### config.mk
export PLATFORM = sky130hd
export DESIGN_NAME = operand_fetch
export DESIGN_NICKNAME = d
export VERILOG_FILES = /design/src/rtl/npc_pkg.sv /design/src/rtl/opfetch_scoreboard.sv /design/src/rtl/operand_fetch.sv
export SDC_FILE = /design/constraint.sdc
export NUM_CORES = 1
export LEC_CHECK = 0
export BUFFER_PORTS_ARGS = -buffer_cell sky130_fd_sc_hd__buf_2
export CAP_MARGIN = 20
export CORE_AREA = 2 2 216 218
export CTS_CLUSTER_SIZE = 20
export DETAILED_ROUTE_END_ITERATION = 16
export DIE_AREA = 0 0 218 220
export GPL_ROUTABILITY_DRIVEN = 0
export GPL_TIMING_DRIVEN = 0
export PLACE_DENSITY = 0.56
export SLEW_MARGIN = 5
export SYNTH_ARGS = -nofsm -noshare
export SYNTH_HDL_FRONTEND = slang
export SYNTH_SLANG_ARGS = --single-unit
### constraint.sdc
create_clock -name clock -period 4.07 [get_ports clock]
set_input_delay 0.407 -clock clock [delete_from_list [all_inputs] [get_ports clock]]
set_output_delay 0.407 -clock clock [all_outputs]
set_load 0.02 [all_outputs]
### src/rtl/npc_pkg.sv
// Shared widths and index type for the operand-fetch stage and its scoreboard.
package npc_pkg;

   localparam int XLEN   = 64;
   localparam int NREG   = 32;
   localparam int ADDR_W = $clog2(NREG);

   typedef logic [ADDR_W-1:0] reg_idx_t;

endpackage

### src/rtl/opfetch_scoreboard.sv
// Per-register pending-write scoreboard; flags RAW on both sources and WAW on rd.
module opfetch_scoreboard
   import npc_pkg::*;
(
   input  logic     clock,
   input  logic     reset_n,
   input  reg_idx_t rs1,
   input  reg_idx_t rs2,
   input  reg_idx_t rd,
   input  logic     use_rs1,
   input  logic     use_rs2,
   input  logic     rd_wen,
   input  logic     set_en,
   input  reg_idx_t set_idx,
   input  logic     wb_valid,
   input  reg_idx_t wb_rd,
   input  logic     kill_en,
   input  reg_idx_t kill_idx,
   output logic     raw1,
   output logic     raw2,
   output logic     waw
);

   logic [NREG-1:0] pending;
   logic [NREG-1:0] pending_nxt;

   logic wb_hit1;
   logic wb_hit2;
   logic wb_hitd;

   assign wb_hit1 = wb_valid && (wb_rd == rs1);
   assign wb_hit2 = wb_valid && (wb_rd == rs2);
   assign wb_hitd = wb_valid && (wb_rd == rd);

   assign raw1 = use_rs1 && (rs1 != '0)
              && pending[rs1] && !wb_hit1;
   assign raw2 = use_rs2 && (rs2 != '0)
              && pending[rs2] && !wb_hit2;
   assign waw  = rd_wen && (rd != '0)
              && pending[rd] && !wb_hitd;

   // Clears first so a same-index set in the same cycle wins.
   always_comb begin
      pending_nxt = pending;
      if (wb_valid) pending_nxt[wb_rd] = 1'b0;
      if (kill_en) pending_nxt[kill_idx] = 1'b0;
      if (set_en) pending_nxt[set_idx] = 1'b1;
      pending_nxt[0] = 1'b0;
   end

   always_ff @(posedge clock or negedge reset_n) begin
      if (!reset_n) pending <= '0;
      else pending <= pending_nxt;
   end

endmodule

### src/rtl/operand_fetch.sv
// Operand fetch: RF read, writeback bypass, hazard stall, one output slot.
// Optional stall/issue counters built when OPFETCH_STALL_STATS_EN is defined.
module operand_fetch
   import npc_pkg::*;
(
   input  logic            clock,
   input  logic            reset_n,
   input  logic            in_valid,
   output logic            in_ready,
   input  logic [XLEN-1:0] in_pc,
   input  logic [31:0]     in_inst,
   input  reg_idx_t        in_rs1,
   input  reg_idx_t        in_rs2,
   input  logic            in_use_rs1,
   input  logic            in_use_rs2,
   input  reg_idx_t        in_rd,
   input  logic            in_rd_wen,
   output reg_idx_t        rf_raddr1,
   output reg_idx_t        rf_raddr2,
   input  logic [XLEN-1:0] rf_rdata1,
   input  logic [XLEN-1:0] rf_rdata2,
   input  logic            wb_valid,
   input  reg_idx_t        wb_rd,
   input  logic [XLEN-1:0] wb_data,
   input  logic            flush,
   output logic            out_valid,
   input  logic            out_ready,
   output logic [XLEN-1:0] out_pc,
   output logic [31:0]     out_inst,
   output logic [XLEN-1:0] out_src1,
   output logic [XLEN-1:0] out_src2,
   output reg_idx_t        out_rd,
   output logic            out_rd_wen
`ifdef OPFETCH_STALL_STATS_EN
   ,
   output logic [63:0]     stat_stall_cycles,
   output logic [63:0]     stat_issued
`endif
);

   logic raw1;
   logic raw2;
   logic waw;
   logic stall;
   logic accept;
   logic kill_en;
   logic [XLEN-1:0] src1;
   logic [XLEN-1:0] src2;

   function automatic logic [XLEN-1:0] pick(
      input reg_idx_t        rs,
      input logic [XLEN-1:0] rf,
      input logic            wv,
      input reg_idx_t        wr,
      input logic [XLEN-1:0] wd
   );
      if (rs == '0) return '0;
      if (wv && (wr == rs)) return wd;
      return rf;
   endfunction

   assign rf_raddr1 = in_rs1;
   assign rf_raddr2 = in_rs2;

   assign stall    = raw1 | raw2 | waw;
   assign in_ready = !stall && (!out_valid || out_ready) && !flush;
   assign accept   = in_valid && in_ready;
   assign kill_en  = flush && out_valid && out_rd_wen
                  && (out_rd != '0);

   assign src1 = pick(in_rs1, rf_rdata1, wb_valid, wb_rd, wb_data);
   assign src2 = pick(in_rs2, rf_rdata2, wb_valid, wb_rd, wb_data);

   opfetch_scoreboard u_sb (
      .clock    (clock),
      .reset_n  (reset_n),
      .rs1      (in_rs1),
      .rs2      (in_rs2),
      .rd       (in_rd),
      .use_rs1  (in_use_rs1),
      .use_rs2  (in_use_rs2),
      .rd_wen   (in_rd_wen),
      .set_en   (accept && in_rd_wen && (in_rd != '0)),
      .set_idx  (in_rd),
      .wb_valid (wb_valid),
      .wb_rd    (wb_rd),
      .kill_en  (kill_en),
      .kill_idx (out_rd),
      .raw1     (raw1),
      .raw2     (raw2),
      .waw      (waw)
   );

   always_ff @(posedge clock or negedge reset_n) begin
      if (!reset_n) begin
         out_valid <= 1'b0;
      end else if (flush) begin
         out_valid <= 1'b0;
      end else if (accept) begin
         out_valid <= 1'b1;
      end else if (out_ready) begin
         out_valid <= 1'b0;
      end
   end

   always_ff @(posedge clock or negedge reset_n) begin
      if (!reset_n) begin
         out_pc     <= '0;
         out_inst   <= '0;
         out_src1   <= '0;
         out_src2   <= '0;
         out_rd     <= '0;
         out_rd_wen <= 1'b0;
      end else if (accept) begin
         out_pc     <= in_pc;
         out_inst   <= in_inst;
         out_src1   <= src1;
         out_src2   <= src2;
         out_rd     <= in_rd;
         out_rd_wen <= in_rd_wen;
      end
   end

`ifdef OPFETCH_STALL_STATS_EN
   always_ff @(posedge clock or negedge reset_n) begin
      if (!reset_n) begin
         stat_stall_cycles <= '0;
         stat_issued       <= '0;
      end else begin
         if (in_valid && stall)
            stat_stall_cycles <= stat_stall_cycles + 64'd1;
         if (accept)
            stat_issued <= stat_issued + 64'd1;
      end
   end
`endif

endmodule
==> metrics.md <==
| Metric | Value |
|---|---|
| Status | completed |
| CP delay by family, top | buffers and inverters |
| Setup violators final | 0 |
| Initial Util | 29.0% |
| Required @ worst endpoint | 4.53 ns |
| Clk buf depth | 3 |
| FMAX | 313 MHz |
| Multi-input gate area | 0.00613 mm2 |
| Combinational Power Share | 32.0% |
| Detailed Routing Iterations Pass 1 | 6 |
| Port bufs | 547 |
| Mapped Area | 0.0133 mm2 |
| Max H-tree Level | 2 |
| CP startpoint kind | input port |
| Most frequent CP cell | clkbuf_1 |
| Fin crit share | 78.4% |
| Initial antenna violation count | 2 |
| Crit path cell chain | buf_2 -> clkbuf_1 -> xor2_1 -> nor4_1 -> and3_1 -> clkbuf_1 -> clkbuf_1 -> nand2_1 -> a21oi_1 -> mux2_1 |
| Maxcap violations | 0 |
| Detail Placement HPWL | 39200 um |
| Reg-to-reg setup timing slack | 0.96 ns |
| FF-to-FF path depth | 10 |
| Total grt overflow | 0 |
| Sw Pwr | 3300 uW |
| CP Capture Type | flip-flop |
| DRT antenna net count | 0 |
| Clock share of power | 30.0% |
| Storage cell area | 0.00656 mm2 |
| WL/cell | 22.3 um |
| Synthesized flop and latch total | 262 |
| Syn Inst Count | 1065 |
| N_diodes | 0 |
| Reg power frac | 38.0% |
| # IOs | 559 |
| EDFF count, synth | 0 |
| Period minus WS final | 3.19 ns |
| Leak | 0.00876 uW |
| Max FO, Critical Path | 10 |
| Ys async rst share | 100% |
| Fillers | 4544 |
| Fin Setup TNS | 0 ns |
| Hold EP | out_valid |
| Post-CTS Setup Bufs | 0 |
| Internal power | 6280 uW |
| Crit path largest cell delay | 0.72 ns |
| First-pass GRT wire length | 73300 um |
| Synth Area per Inst | 12.5 um2 |
| Crit path depth | 10 |
| DR DRC count | 0 |
| Syn-to-layout area delta | 34.8% |
| Die Span X | 218 um |
| Unique masters post-synth | 43 |
| CTS tree | built |
| Slowest CP cell | clkbuf_1 |
| Final hold slack | 0.0918 ns |
| Reg-to-reg critical path startpoint | u_sb.pending[21] |
| Critical path class | in2reg |
| Hold depth | 2 |
| Core box area | 0.0459 mm2 |
| Vias per cell | 5.00 |
| Via count | 11400 |
| Layout cell share with drive strength beyond 1 | 51.3% |
| Vias in the first global route | 11600 |
| Sw Share | 34.5% |
| Syn nets | 1382 |
| Reg-to-Reg End | out_src2[30] |
| Commonest non-fill, non-tap cell in the layout | buf_2 |
| Clk Latency, worst-skew pair | 0.53 ns |
| Fin util | 39.0% |
| GRT Total Usage | 20.3% |
| Max-slew headroom | 31.7% |
| Die area | 0.0480 mm2 |
| CTS Hold Bufs | 1 |
| WP buf/inv | 4 |
| Post-Route WL | 50900 um |
| Slew Limit Fails | 0 |
| CTS buffer count | 34 |
| Largest net degree at the start of global routing | 106 |
| Rows | 79 |
| Register clock-pin slew on the reported worst setup and hold paths | 0.06 ns |
| Top_reg_cell synth | dfrtp_1 |
| Root Buffer | clkbuf_16 |
| Least-Margin Pin Slew | 1.02 ns |
| Critical Path AT | 3.65 ns |
| DR iter-0 viols | 748 |
| Die Ht | 220 um |
| Hold Crit Class | in2reg |
| PwrDens | 535 mW/mm2 |
| Worst Skew | 0.0230 ns |
| Sequential share of the synthesized area | 49.4% |
| Final #Nets | 1968 |
| Worst vdd ir | 389 uV |
| Num Clock Sinks | 262 |
| YS warnings | 0 |
| RSZ-0062 raised after global routing | no |
| Post-CTS Resized | 0 |
| Commonest cells after routing, fill and taps aside | buf_2 (565), dfrtp_1 (262), nand2_1 (143) |
| Final Hold Fails | 0 |
| Min-delay src | flush |
==> sequential cells by signal (all words and copies together) (netlist names) <==
name	cells
out_rd	5
u_sb.pending	31
out_rd_wen	1
out_src1	64
out_pc	64
out_src2	64
out_valid	1
out_inst	32
==> cell type report <==
type,instances,area share [%]
clock inverters,11,0.566
inverters,3,0.0629
clock buffers,46,5.28
multi-input cells,698,34.2
well taps,607,4.24
plain buffers,102,3.28
flip-flops and latches,262,36.6
repair buffers,550,15.7
==> through the flow <==
stage / setup WS (ns) / cells / area [um2] / power, uW
after floorplan: 1.45 / 1065 / 13300 / 5470
after global placement: -2.50 / 2219 / 16800 / 6710
after detailed placement: 0.257 / 2221 / 16800 / 6750
after CTS: 0.818 / 2279 / 17900 / 9710
after global routing: 0.712 / 2279 / 17900 / 10100
final: 0.878 / 2279 / 17900 / 9570
==> Yosys cell counts (2+ instances only) <==
| cell | instances | area share (%) |
|---|---|---|
| buf_2 | 19 | 0.72 |
| o21ai_0 | 4 | 0.15 |
| buf_1 | 5 | 0.14 |
| a21oi_1 | 64 | 2.4 |
| o221ai_1 | 31 | 2.0 |
| nand2b_1 | 4 | 0.19 |
| nand3b_1 | 13 | 0.73 |
| xor2_1 | 8 | 0.53 |
| nor3_1 | 5 | 0.19 |
| buf_4 | 12 | 0.68 |
| mux2i_1 | 16 | 1.2 |
| xnor2_1 | 7 | 0.46 |
| nor2b_1 | 4 | 0.19 |
| or3_1 | 4 | 0.19 |
| inv_1 | 3 | 0.085 |
| mux2_1 | 48 | 4.1 |
| dfrtp_1 | 262 | 49 |
| o22ai_1 | 4 | 0.19 |
| nor4_1 | 2 | 0.094 |
| nor2_1 | 9 | 0.25 |
| nand4b_1 | 2 | 0.13 |
| buf_6 | 18 | 1.5 |
| mux2_2 | 87 | 7.4 |
| nand2_1 | 143 | 4.0 |
| mux4_2 | 16 | 2.7 |
| or3b_2 | 6 | 0.40 |
| clkbuf_1 | 48 | 1.4 |
| a22o_1 | 64 | 4.2 |
| nor4b_1 | 2 | 0.13 |
| o31ai_1 | 32 | 1.8 |
| nand3_1 | 12 | 0.45 |
| mux2_4 | 100 | 11 |
==> metal layers <==
metal,part of all wire (%),vias to the layer above,track usage (%),wire [um]
li1,-,5067,-,-
met1,40,5666,25.2,20300
met2,49,554,34.3,25000
met3,8.2,99,5.38,4180
met4,2.8,4,6.98,1450
met5,0.041,-,0,21
==> logic make-up (layout without fill, tap and decap cells) <==
family / Yosys count / count (layout) / share of synthesized area (%)
buffers and inverters: 105 / 712 / 4.50
AND/OR/NAND/NOR: 210 / 210 / 7.21
XOR/XNOR: 15 / 15 / 0.989
flip-flops: 262 / 262 / 49.4
AO/OA/AOI/OAI: 206 / 206 / 11.3
multiplexers: 267 / 267 / 26.7
==> how the worst max path moves through the flow <==
stage                     slack (ns)  startpoint          end
final                           0.88    wb_rd[4]  out_src1[1]
after floorplan                 1.45   in_rs2[1]   out_pc[13]
after global placement         -2.50     reset_n   out_pc[57]
after CTS                       0.82    wb_rd[4]  out_src1[1]
after detailed placement        0.26    wb_rd[4]  out_src1[1]
after global routing            0.71    wb_rd[4]  out_src1[1]
==> power groups by stage <==
stage | clock (uW) | sequential, uW | combinational, uW
6_report | 2870 | 3640 | 3060
5_1_grt | 3090 | 3720 | 3260
4_1_cts | 2980 | 3640 | 3100
3_5_place_dp | 0 | 3660 | 3090
3_3_place_gp | 0 | 3640 | 3060
2_1_floorplan | 0 | 4390 | 1080
Note: power is estimated with default switching activity, not from simulation.
